==> src/rtl/add_accum_if.sv <==
// Operand/result handshake bundle for add_accum_core.
// master = operand producer / result consumer, slave = the core.
interface add_accum_if #(
  parameter int WIDTH = 8
);
  logic             in_valid;
  logic             in_ready;
  logic [WIDTH-1:0] a;
  logic [WIDTH-1:0] b;
  logic [1:0]       mode;
  logic             clr;
  logic             out_valid;
  logic             out_ready;
  logic [WIDTH-1:0] result;
  logic             carry;
  logic             ovf;
  logic             ovf_sticky;
  logic [WIDTH-1:0] acc;

  modport master (
    output in_valid, a, b, mode, clr, out_ready,
    input  in_ready, out_valid, result, carry, ovf, ovf_sticky, acc
  );

  modport slave (
    input  in_valid, a, b, mode, clr, out_ready,
    output in_ready, out_valid, result, carry, ovf, ovf_sticky, acc
  );
endinterface

==> src/rtl/add_accum_core.sv <==
// Handshaked adder/accumulator: wrap/saturating add and accumulate with
// carry, per-result overflow and sticky overflow flags. One registered
// result per accepted operand transfer, one-cycle latency.
module add_accum_core #(
  parameter int WIDTH = 8
) (
  input  logic       clk,
  input  logic       rst_n,
  add_accum_if.slave bus
);

  // mode encoding: bit1 selects accumulate, bit0 selects saturation
  localparam int MODE_ACC_BIT = 1;
  localparam int MODE_SAT_BIT = 0;

  typedef struct packed {
    logic [WIDTH-1:0] result;
    logic             carry;
    logic             ovf;
  } rsp_t;

  rsp_t             rsp_q, rsp_d;
  logic             out_valid_q, out_valid_d;
  logic [WIDTH-1:0] acc_q, acc_d;
  logic             sticky_q, sticky_d;

  logic             accept;
  logic             is_acc;
  logic [WIDTH-1:0] opnd_b;
  logic [WIDTH:0]   raw;
  logic             sat;
  logic [WIDTH-1:0] val;

  // Ready only depends on the output slot draining; out_ready -> in_ready is
  // the single combinational path through the core.
  assign bus.in_ready = !out_valid_q || bus.out_ready;
  assign accept       = bus.in_valid && bus.in_ready;
  assign is_acc       = bus.mode[MODE_ACC_BIT];

  // Datapath: pick second operand, form the (WIDTH+1)-bit sum, clamp if asked.
  // A clear colliding with an accumulate makes the accumulator read as zero.
  always_comb begin
    opnd_b = bus.b;
    if (is_acc) opnd_b = bus.clr ? '0 : acc_q;
    raw = {1'b0, bus.a} + {1'b0, opnd_b};
    sat = bus.mode[MODE_SAT_BIT] && raw[WIDTH];
    val = sat ? '1 : raw[WIDTH-1:0];
  end

  // Next-state: output slot, accumulator and sticky flag.
  always_comb begin
    rsp_d       = rsp_q;
    out_valid_d = out_valid_q;
    acc_d       = acc_q;
    sticky_d    = sticky_q;

    if (bus.clr) begin
      acc_d    = '0;
      sticky_d = 1'b0;
    end

    if (accept) begin
      rsp_d.result = val;
      rsp_d.carry  = raw[WIDTH];
      rsp_d.ovf    = sat;
      out_valid_d  = 1'b1;
      // clear (if any) wins first, then this transfer's carry is ORed in
      sticky_d     = sticky_d | raw[WIDTH];
      if (is_acc) acc_d = val;
    end else if (bus.out_ready) begin
      out_valid_d = 1'b0;
    end
  end

  // State registers; reset discards any pending result.
  always_ff @(posedge clk or negedge rst_n) begin
    if (!rst_n) begin
      rsp_q       <= '0;
      out_valid_q <= 1'b0;
      acc_q       <= '0;
      sticky_q    <= 1'b0;
    end else begin
      rsp_q       <= rsp_d;
      out_valid_q <= out_valid_d;
      acc_q       <= acc_d;
      sticky_q    <= sticky_d;
    end
  end

  assign bus.out_valid  = out_valid_q;
  assign bus.result     = rsp_q.result;
  assign bus.carry      = rsp_q.carry;
  assign bus.ovf        = rsp_q.ovf;
  assign bus.ovf_sticky = sticky_q;
  assign bus.acc        = acc_q;

endmodule

==> src/flat_wrapper.sv <==
// flat-port wrapper written by rule: the top's interface ports become plain ports
module add_accum_core_flat 
#(
  parameter int WIDTH = 8
)
  (clk, rst_n, bus_in_valid, bus_a, bus_b, bus_mode, bus_clr, bus_out_ready, bus_in_ready, bus_out_valid, bus_result, bus_carry, bus_ovf, bus_ovf_sticky, bus_acc);
  add_accum_if #(.WIDTH(WIDTH)) bus_i ();
  input  logic clk;
  input  logic rst_n;
  input wire logic [$bits(bus_i.in_valid)-1:0] bus_in_valid;
  input wire logic [$bits(bus_i.a)-1:0] bus_a;
  input wire logic [$bits(bus_i.b)-1:0] bus_b;
  input wire logic [$bits(bus_i.mode)-1:0] bus_mode;
  input wire logic [$bits(bus_i.clr)-1:0] bus_clr;
  input wire logic [$bits(bus_i.out_ready)-1:0] bus_out_ready;
  output wire logic [$bits(bus_i.in_ready)-1:0] bus_in_ready;
  output wire logic [$bits(bus_i.out_valid)-1:0] bus_out_valid;
  output wire logic [$bits(bus_i.result)-1:0] bus_result;
  output wire logic [$bits(bus_i.carry)-1:0] bus_carry;
  output wire logic [$bits(bus_i.ovf)-1:0] bus_ovf;
  output wire logic [$bits(bus_i.ovf_sticky)-1:0] bus_ovf_sticky;
  output wire logic [$bits(bus_i.acc)-1:0] bus_acc;
  assign bus_i.in_valid = bus_in_valid;
  assign bus_i.a = bus_a;
  assign bus_i.b = bus_b;
  assign bus_i.mode = bus_mode;
  assign bus_i.clr = bus_clr;
  assign bus_i.out_ready = bus_out_ready;
  assign bus_in_ready = bus_i.in_ready;
  assign bus_out_valid = bus_i.out_valid;
  assign bus_result = bus_i.result;
  assign bus_carry = bus_i.carry;
  assign bus_ovf = bus_i.ovf;
  assign bus_ovf_sticky = bus_i.ovf_sticky;
  assign bus_acc = bus_i.acc;
  add_accum_core #(.WIDTH(WIDTH)) u_core (.clk(clk), .rst_n(rst_n), .bus(bus_i));
endmodule
==> config.mk <==
export PLATFORM = sky130hd
export DESIGN_NAME = add_accum_core_flat
export DESIGN_NICKNAME = d
export VERILOG_FILES = /design/src/rtl/add_accum_if.sv /design/src/rtl/add_accum_core.sv /design/src/flat_wrapper.sv
export SDC_FILE = /design/constraint.sdc
export NUM_CORES = 1
export LEC_CHECK = 0
export CAP_MARGIN = 20
export CORE_MARGIN = 5
export CORE_UTILIZATION = 48
export DETAILED_ROUTE_END_ITERATION = 8
export PLACE_DENSITY = 0.89
export SYNTH_ARGS = -nofsm -noshare
export SYNTH_HDL_FRONTEND = slang
export SYNTH_SLANG_ARGS = --single-unit
==> constraint.sdc <==
create_clock -name clk -period 4.8 [get_ports clk]
set_input_delay 0.72 -clock clk [delete_from_list [all_inputs] [get_ports clk]]
set_output_delay 0.72 -clock clk [all_outputs]
set_load 0.02 [all_outputs]
==> results.py <==
metrics = {
    "setup_path": {
        "cp_max_fo": 11,
        "path_cells": "clkdlybuf4s50_1 -> mux2_2 -> ha_1 -> and3_1 -> o2bb2ai_1 -> a21oi_1 -> nor2b_1 -> o21ai_0",
        "crit_slowest_cell": "clkdlybuf4s50_1",
        "critPathMaxStageDelay_ps": 730,
        "crit_buf_inv": 1,
        "endpoint_kind": "register",
        "cpLargestDelayFamily": "compound AO/OA/AOI/OAI gates",
        "path_class": "in2reg",
        "setup.worst_path.start_class": "primary input",
        "cp_data_required_time_ps": 4990,
        "crit_arrival_ps": 3400,
    },
    "job": {
        "max_cap_viol_count": 0,
    },
    "yosys": {
        "synth.ff_latch_count": 20,
        "yosysWarnings": 0,
        "yosysMostFrequentCell": "dfrtp_1",
        "synth_edf_count": 0,
        "ys_types": 32,
        "synthFlopType": "dfrtp_1",
        "synth_top_area_frac": 0.403,
        "synth_area_um2": 1240,
        "seq_area_frac_synth": 0.403,
        "yosysTopAreaCell": "dfrtp_1",
        "syn_nets": 164,
        "async_reset_ff_frac": 1.00,
        "synthTopCellsByArea": "dfrtp_1 (40%), ha_1 (9.1%), mux2_2 (5.4%)",
        "synth_commonest_cells": "dfrtp_1 (20), nand2_1 (17), o21ai_0 (10)",
        "syn_inst": 131,
        "syn-mean-instance-area_um2": 9.47,
    },
    "cells_and_area": {
        "antenna_cells": 0,
        "fill_cells": 214,
        "syn_to_final_growth_pct": 38.1,
        "layout-drive-gt1-share": 0.0694,
        "finalNetCount": 207,
        "postLayoutCoreUtil": 0.692,
    },
    "sta": {
        "timing.slew.headroom": 0.424,
        "fmax_ghz": 0.311,
        "hold_violations": 0,
        "rsz0062_at_grt": "no",
        "worst_pin_slew_ps": 861,
        "period_share": 0.670,
        "setup_viol": 0,
        "fin_skew_ps": 4.76,
        "fin_tns_setup_ps": 0,
        "post-route-min-period_ps": 3220,
        "slew_viol_final": 0,
    },
    "floorplan": {
        "core_um2": 2480,
        "die_w_um": 60.9,
        "die_height_um": 60.9,
        "die-area_um2": 3700,
        "rows": 18,
        "initial_core_util": 0.501,
        "pin_count": 44,
    },
    "power_and_ir_drop": {
        "ir_worst_vdd_mv": 0.217,
        "leakage_nw": 0.772,
        "powerDensity_nw_per_um2": 315,
    },
    "global_route": {
        "grt_pass1_wl_um": 4950,
        "grt_pass1_vias": 1126,
        "antenna_found_initial": 0,
        "grt_max_degree": 21,
        "grt.total_usage": 0.178,
        "overflow": 0,
    },
    "route": {
        "vias": 1088,
        "drt_pass1_iterations": 4,
        "wl_um": 3030,
        "post_drt_wl_per_cell_um": 14.9,
        "first_iter_violations": 23,
        "viasPerCell": 5.36,
        "drc": 0,
        "ant_nets": 0,
    },
    "clocking": {
        "root_buffer": "clkbuf_4",
        "cts_hold_buffers": 0,
        "cts_tree": "built",
        "cts_resized": 0,
        "cts_max_level": 1,
        "clock_latency_ps": 310,
        "cts_made_buffers": 3,
        "numClockSinks": 20,
        "path_clk_slew_ps": 120,
        "clockBufferDepth": 2,
        "post_cts_buffers": 0,
    },
    "placement": {
        "dp_hpwl_um": 2500,
        "port_buffers": 43,
        "gp_congestion": 0.827,
    },
    "hold_path": {
        "hp-class": "reg2reg",
    },
    "outcome": {
        "outcome": "complete, no violations",
    },
}
[final timing paths]
check	from	endpoint	slack (ps)	cells past startpoint
worst max-delay path	bus_mode[1]	u_core.bus.acc[0]	1580	8
worst min-delay path	u_core.bus.result[4]	u_core.bus.result[4]	500	2
worst max register to register	u_core.bus.acc[6]	u_core.bus.acc[0]	2290	8
worst min register to register	u_core.bus.result[4]	u_core.bus.result[4]	500	2
max in group asynchronous	rst_n	u_core.bus.carry	3380	1
min in group asynchronous	rst_n	u_core.bus.acc[6]	890	1
[per-layer routing]
| layer | wire [um] | GRT usage | part of all wire | vias up |
|---|---|---|---|---|
| li1 | - | - | - | 532 |
| met1 | 1290 | 0.226 | 0.42 | 505 |
| met2 | 1540 | 0.310 | 0.51 | 46 |
| met3 | 148 | 0.0170 | 0.049 | 5 |
| met4 | 51 | 0.0712 | 0.017 | 0 |
| met5 | 0 | 0 | 0 | - |
[per-stage QoR]
step	area (um^2)	cells	setup WS [ps]	hold slack, ps	total power [mW]
floorplan	1240	131	2000	424	0.340
global placement	1680	199	1390	462	0.436
detailed placement	1680	199	1290	473	0.443
CTS	1710	203	1600	499	0.540
global route	1710	203	1400	515	0.568
finish	1710	203	1580	495	0.540
[worst reg2reg max path: stages, from the launching register on]
cell and delay (ps):
dfrtp_1 410, nor2b_1 140, mux2_2 280, ha_1 360, and3_1 170, o2bb2ai_1 120, a21oi_1 520, nor2b_1 290
o21ai_0 110
[cells in the final DEF (no fill, tap or decap), drive strengths merged, types with 2 or more instances in the layout]
cell type / synthesis / final
ha: 9 / 9
a21oi: 7 / 7
clkdlybuf4s50: 0 / 43
mux2i: 2 / 2
and2: 4 / 4
a22oi: 2 / 2
xor2: 4 / 4
a21o: 4 / 4
xnor2: 2 / 2
nor2: 5 / 5
inv: 7 / 7
a31oi: 6 / 6
dfrtp: 20 / 20
o21ai: 11 / 11
mux2: 6 / 6
nor2b: 8 / 8
nand2b: 4 / 4
nand2: 17 / 17
clkbuf: 1 / 4
[where the power goes]
part           internal, mW  switching [mW]
clock                0.0464          0.0539
sequential            0.196          0.0155
combinational         0.110           0.118
total                 0.353           0.187
[layout make-up]
type	count	area (um^2)	share of cell area
clock buffers	4	36.3	0.0212
inverters	7	26.3	0.0153
multi-input cells	99	683	0.399
flip-flops and latches	20	500	0.292
well taps	30	37.5	0.0219
repair buffers	43	430	0.251
[cell families (layout without fill, tap and decap cells)]
| group | after synthesis | after routing | synth area share |
|---|---|---|---|
| mux | 8 | 8 | 0.0706 |
| buf+inv | 12 | 54 | 0.0464 |
| compound gates | 34 | 34 | 0.169 |
| xor+xnor | 6 | 6 | 0.0423 |
| fa+ha+maj | 10 | 10 | 0.107 |
| flops | 20 | 20 | 0.403 |
| simple gates | 41 | 41 | 0.161 |
[state kept, by name (all words and copies together), names as in the netlist]
signal	cells
u_core.bus.out_valid	1
u_core.bus.acc	8
u_core.bus.carry	1
u_core.bus.ovf_sticky	1
u_core.bus.ovf	1
u_core.bus.result	8
No activity file was read; power rests on OpenSTA's default activity.
